`config.mk`:
```
export PLATFORM = sky130hd
export DESIGN_NAME = game_countdown_timer_flat
export DESIGN_NICKNAME = d
export VERILOG_FILES = /design/src/rtl/game_countdown_timer_if.sv /design/src/rtl/game_countdown_timer.sv /design/src/flat_wrapper.sv
export SDC_FILE = /design/constraint.sdc
export NUM_CORES = 1
export LEC_CHECK = 0
export ABC_AREA = 1
export BUFFER_PORTS_ARGS = -buffer_cell sky130_fd_sc_hd__buf_2
export CAP_MARGIN = 20
export CORE_MARGIN = 1
export CORE_UTILIZATION = 50
export DETAILED_ROUTE_END_ITERATION = 10
export GPL_ROUTABILITY_DRIVEN = 0
export PLACE_DENSITY = 0.67
export RECOVER_POWER = 25
export SKIP_CTS_REPAIR_TIMING = 1
export SLEW_MARGIN = 20
export SYNTH_ARGS = -nofsm -noshare
export SYNTH_HDL_FRONTEND = slang
export SYNTH_SLANG_ARGS = --single-unit
export TNS_END_PERCENT = 30
```
`constraint.sdc`:
```
create_clock -name clk_in -period 2.34 [get_ports clk_in]
set_input_delay 0.351 -clock clk_in [delete_from_list [all_inputs] [get_ports clk_in]]
set_output_delay 0.351 -clock clk_in [all_outputs]
set_load 0.02 [all_outputs]
```
`src/rtl/game_countdown_timer_if.sv`:
```
// Command/status bundle between the game state machine and the countdown timer.
// The master drives commands; the slave (timer) returns status and HUD digits.
interface game_countdown_timer_if;
   logic       start_in;
   logic       pause_in;
   logic       abort_in;
   logic [9:0] duration_in;
   logic       timer_done_out;
   logic       running_out;
   logic       tick_out;
   logic       warning_out;
   logic [9:0] seconds_left_out;
   logic [3:0] bcd_min_out;
   logic [3:0] bcd_tens_out;
   logic [3:0] bcd_ones_out;

   modport master (
      output start_in, pause_in, abort_in, duration_in,
      input  timer_done_out, running_out, tick_out, warning_out,
      input  seconds_left_out, bcd_min_out, bcd_tens_out, bcd_ones_out
   );

   modport slave (
      input  start_in, pause_in, abort_in, duration_in,
      output timer_done_out, running_out, tick_out, warning_out,
      output seconds_left_out, bcd_min_out, bcd_tens_out, bcd_ones_out
   );
endinterface

```
`src/rtl/game_countdown_timer.sv`:
```
// Countdown timer for timed game modes: whole-second prescaler, binary seconds count
// and BCD m:ss digits built by repeated subtraction, with pause/abort/restart.
module game_countdown_timer #(
   parameter int CLK_HZ       = 100_000_000,
   parameter int GAME_SECONDS = 120,
   parameter int WARN_SECONDS = 10
) (
   input logic                   clk_in,
   input logic                   rst_n_in,
   game_countdown_timer_if.slave bus
);

   localparam logic [2:0] ST_IDLE    = 3'd0;
   localparam logic [2:0] ST_LOAD    = 3'd1;
   localparam logic [2:0] ST_RUN     = 3'd2;
   localparam logic [2:0] ST_PAUSED  = 3'd3;
   localparam logic [2:0] ST_EXPIRED = 3'd4;

   localparam int            PW           = (CLK_HZ > 1) ? $clog2(CLK_HZ) : 1;
   localparam logic [PW-1:0] PRESC_LAST   = PW'(CLK_HZ - 1);
   localparam logic [9:0]    MAX_SECS     = 10'd599;
   localparam logic [9:0]    DEFAULT_SECS = 10'(GAME_SECONDS);
   localparam logic [9:0]    WARN_SECS    = 10'(WARN_SECONDS);

   logic [2:0]    state_q, state_d;
   logic [PW-1:0] presc_q, presc_d;
   logic [9:0]    secs_q,  secs_d;
   logic [9:0]    rem_q,   rem_d;
   logic [3:0]    min_q,   min_d;
   logic [3:0]    tens_q,  tens_d;
   logic [3:0]    ones_q,  ones_d;
   logic          done_q,  done_d;
   logic          tick_q,  tick_d;
   logic [9:0]    dur_sel;
   logic [9:0]    dur_eff;
   logic          running;

   // NOTE: every always_comb output gets a default first so no path infers a latch.
   always_comb begin
      dur_sel = (bus.duration_in == '0) ? DEFAULT_SECS : bus.duration_in;
      dur_eff = (dur_sel > MAX_SECS) ? MAX_SECS : dur_sel;

      state_d = state_q;
      presc_d = presc_q;
      secs_d  = secs_q;
      rem_d   = rem_q;
      min_d   = min_q;
      tens_d  = tens_q;
      ones_d  = ones_q;
      done_d  = 1'b0;
      tick_d  = 1'b0;

      if (bus.abort_in) begin
         state_d = ST_IDLE;
         presc_d = '0;
         secs_d  = '0;
         rem_d   = '0;
         min_d   = '0;
         tens_d  = '0;
         ones_d  = '0;
      end else if (bus.start_in) begin
         state_d = ST_LOAD;
         presc_d = '0;
         secs_d  = dur_eff;
         rem_d   = dur_eff;
         min_d   = '0;
         tens_d  = '0;
         ones_d  = '0;
      end else begin
         case (state_q)
            ST_LOAD: begin
               if (rem_q >= 10'd60) begin
                  rem_d = rem_q - 10'd60;
                  min_d = min_q + 4'd1;
               end else if (rem_q >= 10'd10) begin
                  rem_d  = rem_q - 10'd10;
                  tens_d = tens_q + 4'd1;
               end else begin
                  ones_d  = rem_q[3:0];
                  state_d = ST_RUN;
               end
            end
            ST_RUN: begin
               if (presc_q == PRESC_LAST) begin
                  presc_d = '0;
                  tick_d  = 1'b1;
                  // A count of 1 (or a degenerate 0) expires here, so seconds never underflow.
                  if (secs_q <= 10'd1) begin
                     secs_d  = '0;
                     min_d   = '0;
                     tens_d  = '0;
                     ones_d  = '0;
                     done_d  = 1'b1;
                     state_d = ST_EXPIRED;
                  end else begin
                     secs_d = secs_q - 10'd1;
                     if (ones_q != 4'd0) begin
                        ones_d = ones_q - 4'd1;
                     end else begin
                        ones_d = 4'd9;
                        if (tens_q != 4'd0) begin
                           tens_d = tens_q - 4'd1;
                        end else begin
                           tens_d = 4'd5;
                           min_d  = min_q - 4'd1;
                        end
                     end
                     if (bus.pause_in) state_d = ST_PAUSED;
                  end
               end else begin
                  presc_d = presc_q + 1'b1;
                  if (bus.pause_in) state_d = ST_PAUSED;
               end
            end
            ST_PAUSED: begin
               if (!bus.pause_in) state_d = ST_RUN;
            end
            ST_IDLE, ST_EXPIRED: ;
            default: state_d = ST_IDLE;
         endcase
      end
   end

   // NOTE: sequential state uses non-blocking assignments so all flops update together.
   always_ff @(posedge clk_in or negedge rst_n_in) begin
      if (!rst_n_in) begin
         state_q <= ST_IDLE;
         presc_q <= '0;
         secs_q  <= '0;
         rem_q   <= '0;
         min_q   <= '0;
         tens_q  <= '0;
         ones_q  <= '0;
         done_q  <= 1'b0;
         tick_q  <= 1'b0;
      end else begin
         state_q <= state_d;
         presc_q <= presc_d;
         secs_q  <= secs_d;
         rem_q   <= rem_d;
         min_q   <= min_d;
         tens_q  <= tens_d;
         ones_q  <= ones_d;
         done_q  <= done_d;
         tick_q  <= tick_d;
      end
   end

   assign running = (state_q == ST_RUN) || (state_q == ST_PAUSED);

   assign bus.timer_done_out   = done_q;
   assign bus.tick_out         = tick_q;
   assign bus.running_out      = running;
   assign bus.warning_out      = running && (secs_q != 10'd0) && (secs_q <= WARN_SECS);
   assign bus.seconds_left_out = secs_q;
   assign bus.bcd_min_out      = min_q;
   assign bus.bcd_tens_out     = tens_q;
   assign bus.bcd_ones_out     = ones_q;

endmodule

```
`src/flat_wrapper.sv`:
```
// flat-port wrapper written by rule: the top's interface ports become plain ports
module game_countdown_timer_flat 
#(
   parameter int CLK_HZ       = 100_000_000,
   parameter int GAME_SECONDS = 120,
   parameter int WARN_SECONDS = 10
)
  (clk_in, rst_n_in, bus_start_in, bus_pause_in, bus_abort_in, bus_duration_in, bus_timer_done_out, bus_running_out, bus_tick_out, bus_warning_out, bus_seconds_left_out, bus_bcd_min_out, bus_bcd_tens_out, bus_bcd_ones_out);
  game_countdown_timer_if bus_i ();
  input logic clk_in;
  input logic rst_n_in;
  input wire logic [$bits(bus_i.start_in)-1:0] bus_start_in;
  input wire logic [$bits(bus_i.pause_in)-1:0] bus_pause_in;
  input wire logic [$bits(bus_i.abort_in)-1:0] bus_abort_in;
  input wire logic [$bits(bus_i.duration_in)-1:0] bus_duration_in;
  output wire logic [$bits(bus_i.timer_done_out)-1:0] bus_timer_done_out;
  output wire logic [$bits(bus_i.running_out)-1:0] bus_running_out;
  output wire logic [$bits(bus_i.tick_out)-1:0] bus_tick_out;
  output wire logic [$bits(bus_i.warning_out)-1:0] bus_warning_out;
  output wire logic [$bits(bus_i.seconds_left_out)-1:0] bus_seconds_left_out;
  output wire logic [$bits(bus_i.bcd_min_out)-1:0] bus_bcd_min_out;
  output wire logic [$bits(bus_i.bcd_tens_out)-1:0] bus_bcd_tens_out;
  output wire logic [$bits(bus_i.bcd_ones_out)-1:0] bus_bcd_ones_out;
  assign bus_i.start_in = bus_start_in;
  assign bus_i.pause_in = bus_pause_in;
  assign bus_i.abort_in = bus_abort_in;
  assign bus_i.duration_in = bus_duration_in;
  assign bus_timer_done_out = bus_i.timer_done_out;
  assign bus_running_out = bus_i.running_out;
  assign bus_tick_out = bus_i.tick_out;
  assign bus_warning_out = bus_i.warning_out;
  assign bus_seconds_left_out = bus_i.seconds_left_out;
  assign bus_bcd_min_out = bus_i.bcd_min_out;
  assign bus_bcd_tens_out = bus_i.bcd_tens_out;
  assign bus_bcd_ones_out = bus_i.bcd_ones_out;
  game_countdown_timer #(.CLK_HZ(CLK_HZ), .GAME_SECONDS(GAME_SECONDS), .WARN_SECONDS(WARN_SECONDS)) u_core (.clk_in(clk_in), .rst_n_in(rst_n_in), .bus(bus_i));
endmodule
```
== Word level (Yosys, flattened, before mapping) ==
Cells that the tools add are included.
Storage, ports and cells
  input bits: 15
  output and inout bits: 26
  flip-flop bits (word level): 64
  word-level logic and storage cells: 116
Operators by class
  add/subtract/negate cells: 9
  equality and inequality tests: 14
  muxes and demuxes: 59
  magnitude comparators: 5
  reductions and logical operators: 20
Operators with widths (count)
  $mux W10: 12
  $mux W27: 4
  $mux W4: 22
  $add A27 B1 Y27 const B: 1
  $eq A27 B27 Y1 const B: 1
  $mux W3: 8
  $pmux W4 S2: 3
  $reduce_bool A4 Y1: 4
  $ne A4 B3 Y1 const B: 3
  $ne A4 B4 Y1 const B: 3
  $pmux W3 S4: 1
  $sub A4 B1 Y4 const B: 3
  $ge A10 B4 Y1 const B: 1
  $ge A10 B6 Y1 const B: 1
  $gt A10 B10 Y1 const B: 1
  $le A10 B1 Y1 const B: 1
  $le A10 B4 Y1 const B: 1
  $logic_not A10 Y1: 1
  $ne A5 B4 Y1 const B: 2
  $reduce_and A5 Y1: 2
  $reduce_bool A10 Y1: 1
  $sub A10 B1 Y10 const B: 1
  $sub A10 B4 Y10 const B: 1
  $sub A10 B6 Y10 const B: 1
  13 further kinds: 28

== Depth between registers and ports, before layout ==
Gate-level depths: netlist of the first run.
  depth after elaboration: 8
  depth in mapped cells: 14
  gate-level depth less buffers: 14

== Worst setup path after synthesis of the first run ==
OpenSTA, ideal clock, no wires.
  kind: flip-flop to output port
  from: register u_core.state_q[2]
  to: output port bus_warning_out
  buffers on the path: 0
  stages on the path, launching flop included: 6
  setup slack: 244 ps
  arrival: 1745 ps
  required time: 1989 ps
  cell sequence: dfrtp_1 -> nor2_2 -> inv_1 -> o21ai_0 -> nand2_1 -> a211oi_1
On the way
  word-level cells in the longest chain between the ends: 4
  elaborated cells between the ends (all ways): 5
  classes of those cells: eq/ne: 2; reduce/logical: 3
RTL lines
  from (decl): line game_countdown_timer.sv:25  | logic [2:0] state_q, state_d;
  from (signal assigned): line game_countdown_timer.sv:137  | state_q <= state_d;
  $eq A3 B2 Y1: line game_countdown_timer.sv:149  | assign running = (state_q == ST_RUN) || (state_q == ST_PAUSED);
  $logic_or A1 B1 Y1 *: line game_countdown_timer.sv:149
  named net bus_running_out: line flat_wrapper.sv:17  | output wire logic [$bits(bus_i.running_out)-1:0] bus_running_out;
  $logic_and A1 B1 Y1 * (2 in a row): line game_countdown_timer.sv:154  | assign bus.warning_out = running && (secs_q != 10'd0) && (secs_q <= WARN_SECS);
  to (decl): line flat_wrapper.sv:19  | output wire logic [$bits(bus_i.warning_out)-1:0] bus_warning_out;
The timed path passes the listed nets; every way through them passes the cells marked *.

== Worst setup path in the final report of the first run ==
  from: register u_core.state_q[0]
  to: output port bus_warning_out
On the way
  word-level cells in the longest chain between the ends: 4
  elaborated cells between the ends (all ways): 5
  classes of those cells: eq/ne: 2; reduce/logical: 3
RTL lines (line)
  $eq A3 B2 Y1: game_countdown_timer.sv:149
  $logic_or A1 B1 Y1 *: game_countdown_timer.sv:149
  $logic_and A1 B1 Y1 * (2 in a row): game_countdown_timer.sv:154
Mark *: on every way between the ends. The rest lies on a longest branch, timed or not.

==> results of run 1 <==
[kinds of logic after synthesis]
| family | Yosys count | synth area share, % |
|---|---|---|
| buffers and inverters | 113 | 9.40 |
| AND/OR/NAND/NOR | 417 | 39.0 |
| flip-flops | 64 | 33.2 |
| adder cells (fa/ha/maj) | 15 | 3.89 |
| XOR/XNOR | 28 | 5.08 |
| AO/OA/AOI/OAI | 84 | 9.51 |
[layout by cell type, fill, tap and decap left out, drive strengths merged, types with 5 or more instances in the layout]
cell type | synthesis | final
a21oi | 18 | 18
inv | 101 | 101
xor2 | 23 | 23
clkbuf | 3 | 10
dfrtp | 64 | 64
xnor2 | 5 | 5
nand3 | 70 | 70
o22ai | 16 | 16
ha | 15 | 15
nand2 | 224 | 224
nor2 | 76 | 76
o21ai | 41 | 41
nor3 | 22 | 22
nand4 | 20 | 20
buf | 9 | 46
[stage by stage]
step	setup WS, ns	setup TNS [ns]	hold WS, ns	total power, mW	area [um^2]
global route	0.0949	0	0.322	3.45	5400
CTS	-0.0213	-0.0213	0.0500	3.28	5400
global placement	0.384	0	0.428	2.17	5180
floorplan	0.244	0	0.0554	1.93	4830
detailed placement	0.333	0	0.428	2.19	5180
finish	0.175	0	0.299	3.26	5400
[routing by layer]
| layer | vias to the layer above | track usage [%] | part of all wire (%) |
|---|---|---|---|
| li1 | 2421 | - | - |
| met1 | 2256 | 38.5 | 49 |
| met2 | 143 | 40.4 | 45 |
| met3 | 17 | 3.13 | 4.7 |
| met4 | 0 | 8.81 | 1.7 |
| met5 | - | 0 | 0 |
[worst max-delay path by stage]
stage | start | to | slack [ns] | depth (start not counted)
final | u_core.state_q[0] | bus_warning_out | 0.18 | 6
after global routing | u_core.state_q[2] | bus_warning_out | 0.09 | 6
after CTS | u_core.state_q[0] | bus_warning_out | -0.02 | 7
after detailed placement | u_core.bus.seconds_left_out[0] | u_core.bus.bcd_min_out[3] | 0.33 | 11
after global placement | u_core.state_q[0] | bus_warning_out | 0.38 | 7
after floorplan | u_core.state_q[2] | bus_warning_out | 0.24 | 5
[report_power, final]
part           internal (mW)  leakage (nW)  switching, mW  total (mW)
Clock                  0.599         0.101          0.489        1.09
Combinational          0.297          1.73          0.601       0.898
Sequential              1.18         0.868          0.101        1.28
[worst max-delay path, stage by stage, from the launching register on]
cell      delay (ns)
dfrtp_1         0.41
inv_2           0.08
nand3_2         0.22
o21ai_2         0.18
nand2_1         0.07
a211oi_1        0.28
buf_2           0.23
[state kept, by name, summed over array words and instances, names as in the netlist]
signal	cells
u_core.bus.bcd_min_out	4
u_core.bus.timer_done_out	1
u_core.rem_q	10
u_core.bus.seconds_left_out	10
u_core.bus.bcd_ones_out	4
u_core.state_q	3
u_core.presc_q	27
u_core.bus.tick_out	1
u_core.bus.bcd_tens_out	4
[layout make-up]
cell class | instances | share of cell area, %
inverters | 101 | 7.02
clock inverters | 7 | 1.78
repair buffers | 47 | 4.89
clock buffers | 9 | 2.29
flip-flops and latches | 64 | 29.6
multi-input cells | 544 | 51.4
well taps | 129 | 2.99
==> run_results.csv, run 1 <==
group,metric,value,unit
status,outcome,"finished, violations left",
status,failed_checks,"capacitance limit, slew limit",
detailed_routing,vias,4837,
timing,fin_crit_sh,92.5,%
placed_design,dp_cells,885,
pwr,p_per_area,604,nW/um^2
min_path,holdPathStages,4,
logic_synthesis,synthesis.nets,751,
detailed_routing,ant_nets,0,
cells_and_area,syn2layout_area_growth,11.9,%
setup_path,crit_required,1.99,ns
floorplan,num_rows,35,
timing,skew,0.0103,ns
logic_synthesis,synth_warnings,0,
logic_synthesis,synthCells,721,
clock_network,clk_pin_slew,0.08,ns
global_route,grt_pass1_vias,4314,
floorplan,die_h,100,um
global_route,antenna_found_initial,0,
clock_network,cts_sinks,64,
min_path,hp-class,"in2reg",
setup_path,reg2reg_to,"u_core.bus.bcd_min_out[3]",
clock_network,clock_tree.root_cell,"clkbuf_8",
logic_synthesis,synth_top_cell_area_share,33.2,%
timing,period_needed,2.16,ns
cells_and_area,nFillCells,900,
pwr,p_leak,2.70,nW
timing,rsz0062_at_grt,"false",
setup_path,path_max_fanout,10,
detailed_routing,drc,0,
min_path,worstHoldStart,"bus_abort_in",
timing,max_freq,462,MHz
placed_design,portBuffers,40,
clock_network,cts_buffers,9,
timing,maxSlewViolCount,28,
timing,setup_violations,0,
cells_and_area,seq_area,1600,um^2
logic_synthesis,yosys-top-cells-count,"nand2_1, inv_1, nor2_1",
pwr,ir_worst_vdd,441,uV
logic_synthesis,avgSynthCellArea,6.70,um^2
logic_synthesis,synth_area_leaders,"dfrtp_1, nand2_1, inv_1, nand3_1, nor2_1",
logic_synthesis,synth_ff_type,"dfrtp_1",
logic_synthesis,yosysTopAreaCell,"dfrtp_1",
floorplan,pin_count,41,
placed_design,dp_hpwl,9540,um
detailed_routing,drtIter0Drc,264,
cells_and_area,utilization,58.2,%
timing,tightest_slew,1.61,ns
cells_and_area,multi_input_area,2780,um^2
setup_path,worstSetupStartpointType,"register",
detailed_routing,wl_per_cell,14.0,um
setup_path,timing.rr.start,"u_core.bus.seconds_left_out[1]",
cells_and_area,antennaDiodeCount,0,
global_route,grt-ovfl-total,0,
floorplan,initial_core_util,52.0,%
global_route,grt_pass1_wl,21000,um
logic_synthesis,ys_async_sr_fraction,100,%
cells_and_area,finalNonFillerCells,901,
setup_path,r2r_cells,11,
job,maxCapViolCount,1,
logic_synthesis,synth_most_common_cell,"nand2_1",
cells_and_area,drive_above_1_share,13.2,%
setup_path,arrival,1.81,ns
global_route,grt_max_degree,38,
setup_path,end_kind,"output port",
global_route,grt_usage,26.4,%
logic_synthesis,ys_ff_latch,64,
clock_network,htree_levels,3,
detailed_routing,wirelength,12600,um
setup_path,worstSetupPathType,"reg2out",
detailed_routing,viasPerCell,5.37,
clock_network,cts_tree,"yes",
logic_synthesis,synth.distinct_cells,35,
logic_synthesis,synth_enable_flop_cells,0,
logic_synthesis,ys_seq_area_share,33.2,%
logic_synthesis,synth_area,4830,um^2
cells_and_area,nets,797,
floorplan,coreArea,9280,um^2
setup_path,regToRegSetupSlack,0.31,ns
timing,slew_headroom,-7.36,%
min_path,hold-path-endpoint,"u_core.rem_q[0]",
clock_network,cts_max_path_buffers,2,
timing,hold_violations,0,
detailed_routing,drt_first_pass_iters,4,
clock_network,clkLatencyLatePin,0.35,ns
floorplan,die_w,100,um
floorplan,die-area,10100,um^2
(Power assumes the default switching activity.)
==> inputs of run 2 (changes only) <==
--- a/config.mk
+++ b/config.mk
@@ -11,4 +11,6 @@
 export CORE_MARGIN = 1
 export CORE_UTILIZATION = 50
+export CTS_BUF_LIST = sky130_fd_sc_hd__clkbuf_8
+export CTS_CLUSTER_DIAMETER = 50
 export DETAILED_ROUTE_END_ITERATION = 10
 export GPL_ROUTABILITY_DRIVEN = 0
==> constraint.sdc (replaced) <==
create_clock -name clk_in -period 2.34 [get_ports clk_in]
set_input_delay 0.234 -clock clk_in [delete_from_list [all_inputs] [get_ports clk_in]]
set_output_delay 0.234 -clock clk_in [all_outputs]
set_load 0.02 [all_outputs]
==> run 2 against run 1 <==
Net effect: the run still ends with capacitance limit, slew limit left; core utilization down 0.40 points; sequential share of layout area up 0.21 points; count of clock-buffer cells in the layout up 1; sequential cell count unchanged; clock skew up 0.0048 ns; via count down 0.45%; total power down 4.3%; final area down 0.69%; register-to-register slack worse by 0.03 ns; largest cell class unchanged.
==> run_results.csv, run 2 (synthesis results as in run 1) <==
group,metric,value,unit
timing,hold_violations,0,
clock_network,clkLatencyLatePin,0.35,ns
cells_and_area,design_area,5370,um^2
setup_path,crit_chain,"nor2_2 > inv_1 > o21ai_0 > nand2_1 > a211oi_1 > buf_2",
global_route,grt_pass1_wl,21300,um
detailed_routing,ant_nets,0,
cells_and_area,antennaDiodeCount,0,
setup_path,critPathMaxStageDelay,0.41,ns
pwr,power.total,3.12,mW
floorplan,coreArea,9280,um^2
timing,setup_tns,0,ns
detailed_routing,vias,4815,
timing,fin_crit_sh,89.8,%
timing,skew,0.0151,ns
global_route,grt_usage,26.7,%
floorplan,num_rows,35,
min_path,hp-class,"in2reg",
timing,tightest_slew,1.67,ns
cells_and_area,regMostFlops,"u_core.presc_q",
pwr,ir_worst_vdd,343,uV
pwr,p_per_area,581,nW/um^2
detailed_routing,drtIter0Drc,251,
setup_path,cp.buffers_inverters,2,
timing,maxSlewViolCount,29,
cells_and_area,drive_above_1_share,11.5,%
status,outcome,"finished, violations left",
clock_network,htree_levels,3,
detailed_routing,wirelength,12700,um
global_route,grt-ovfl-total,0,
cells_and_area,nets,798,
floorplan,die_h,100,um
status,failed_checks,"capacitance limit, slew limit",
timing,worst_slack,0.238,ns
placed_design,portBuffers,40,
clock_network,clk_pin_slew,0.07,ns
timing,setup_violations,0,
setup_path,crit_family,"compound AO/OA/AOI/OAI gates",
global_route,grt_max_degree,37,
placed_design,dp_hpwl,9650,um
setup_path,worst_path_max_delay_cell,"dfrtp_1",
floorplan,die_w,100,um
clock_network,cts_max_path_buffers,2,
setup_path,arrival,1.87,ns
global_route,antenna_found_initial,0,
cells_and_area,largest_reg_flops,27,
pwr,p_leak,2.67,nW
timing,rsz0062_at_grt,"false",
timing,max_freq,476,MHz
clock_network,cts_tree,"yes",
setup_path,worstSetupStartpointType,"register",
detailed_routing,viasPerCell,5.34,
cells_and_area,final_common_cell,"nand2_1",
detailed_routing,wl_per_cell,14.1,um
timing,period_needed,2.10,ns
placed_design,place_area,5180,um^2
job,maxCapViolCount,1,
floorplan,die-area,10100,um^2
setup_path,worstSetupPathType,"reg2out",
timing,slew_headroom,-11.3,%
cells_and_area,final_cell_mix,"nand2_1, inv_1, nor2_1, nand3_1, dfrtp_1",
cells_and_area,nFillCells,904,
setup_path,crit_required,2.11,ns
setup_path,end_kind,"output port",
setup_path,path_max_fanout,3,
clock_network,cts_buffers,9,
detailed_routing,drc,0,
clock_network,cts_sinks,64,
floorplan,pin_count,41,
placed_design,dp_slack,0.318,ns
clock_network,clock_tree.root_cell,"clkbuf_8",
cells_and_area,syn2layout_area_growth,11.1,%
floorplan,initial_core_util,52.0,%
global_route,grt_pass1_vias,4503,
detailed_routing,drt_first_pass_iters,5,
-- run 2: metal layers --
metal	global-route usage, %	vias to the layer above	wire (um)
li1	-	2426	-
met1	38.5	2225	6090
met2	41.6	149	5710
met3	3.69	15	714
met4	8.36	0	206
met5	0	-	0
-- run 2: worst min-delay path, stage by stage --
cell and delay [ns]:
buf_2 0.12, o211ai_1 0.08, a21oi_1 0.07
-- run 2: stage by stage --
step | util (%) | hold slack [ns] | cells
3_3_place_gp | 55.8 | 0.326 | 885
2_1_floorplan | - | -0.0616 | 721
4_1_cts | 57.8 | -0.0496 | 900
3_5_place_dp | 55.8 | 0.321 | 885
5_1_grt | 57.8 | 0.218 | 901
6_report | 57.8 | 0.208 | 901
-- run 2: final timing paths --
path | from | cells past startpoint | slack (ns) | end
max reg2reg | u_core.bus.seconds_left_out[0] | 11 | 0.28 | u_core.bus.bcd_min_out[3]
max in group asynchronous | rst_n_in | 2 | 0.51 | u_core.rem_q[1]
max | u_core.state_q[2] | 6 | 0.24 | bus_warning_out
min | bus_pause_in | 3 | 0.21 | u_core.state_q[0]
min in group asynchronous | rst_n_in | 2 | 0.85 | u_core.presc_q[22]
min reg2reg | u_core.rem_q[7] | 2 | 0.52 | u_core.rem_q[7]
-- run 2: cell type report --
| class | instances | area, um^2 | area share [%] |
|---|---|---|---|
| Clock buffer | 10 | 138 | 2.56 |
| Clock inverter | 5 | 50.0 | 0.933 |
| Inverter | 101 | 379 | 7.06 |
| Multi-Input combinational cell | 544 | 2770 | 51.7 |
| Sequential cell | 64 | 1600 | 29.8 |
| Tap cell | 129 | 161 | 3.01 |
| Timing Repair Buffer | 48 | 263 | 4.90 |
-- run 2: where the power goes --
group / leakage, nW / internal [mW] / total [mW] / switching [mW]
combinational: 1.70 / 0.295 / 0.897 / 0.602
clock: 0.101 / 0.506 / 0.945 / 0.439
sequential: 0.868 / 1.18 / 1.28 / 0.103
total: 2.67 / 1.98 / 3.12 / 1.14
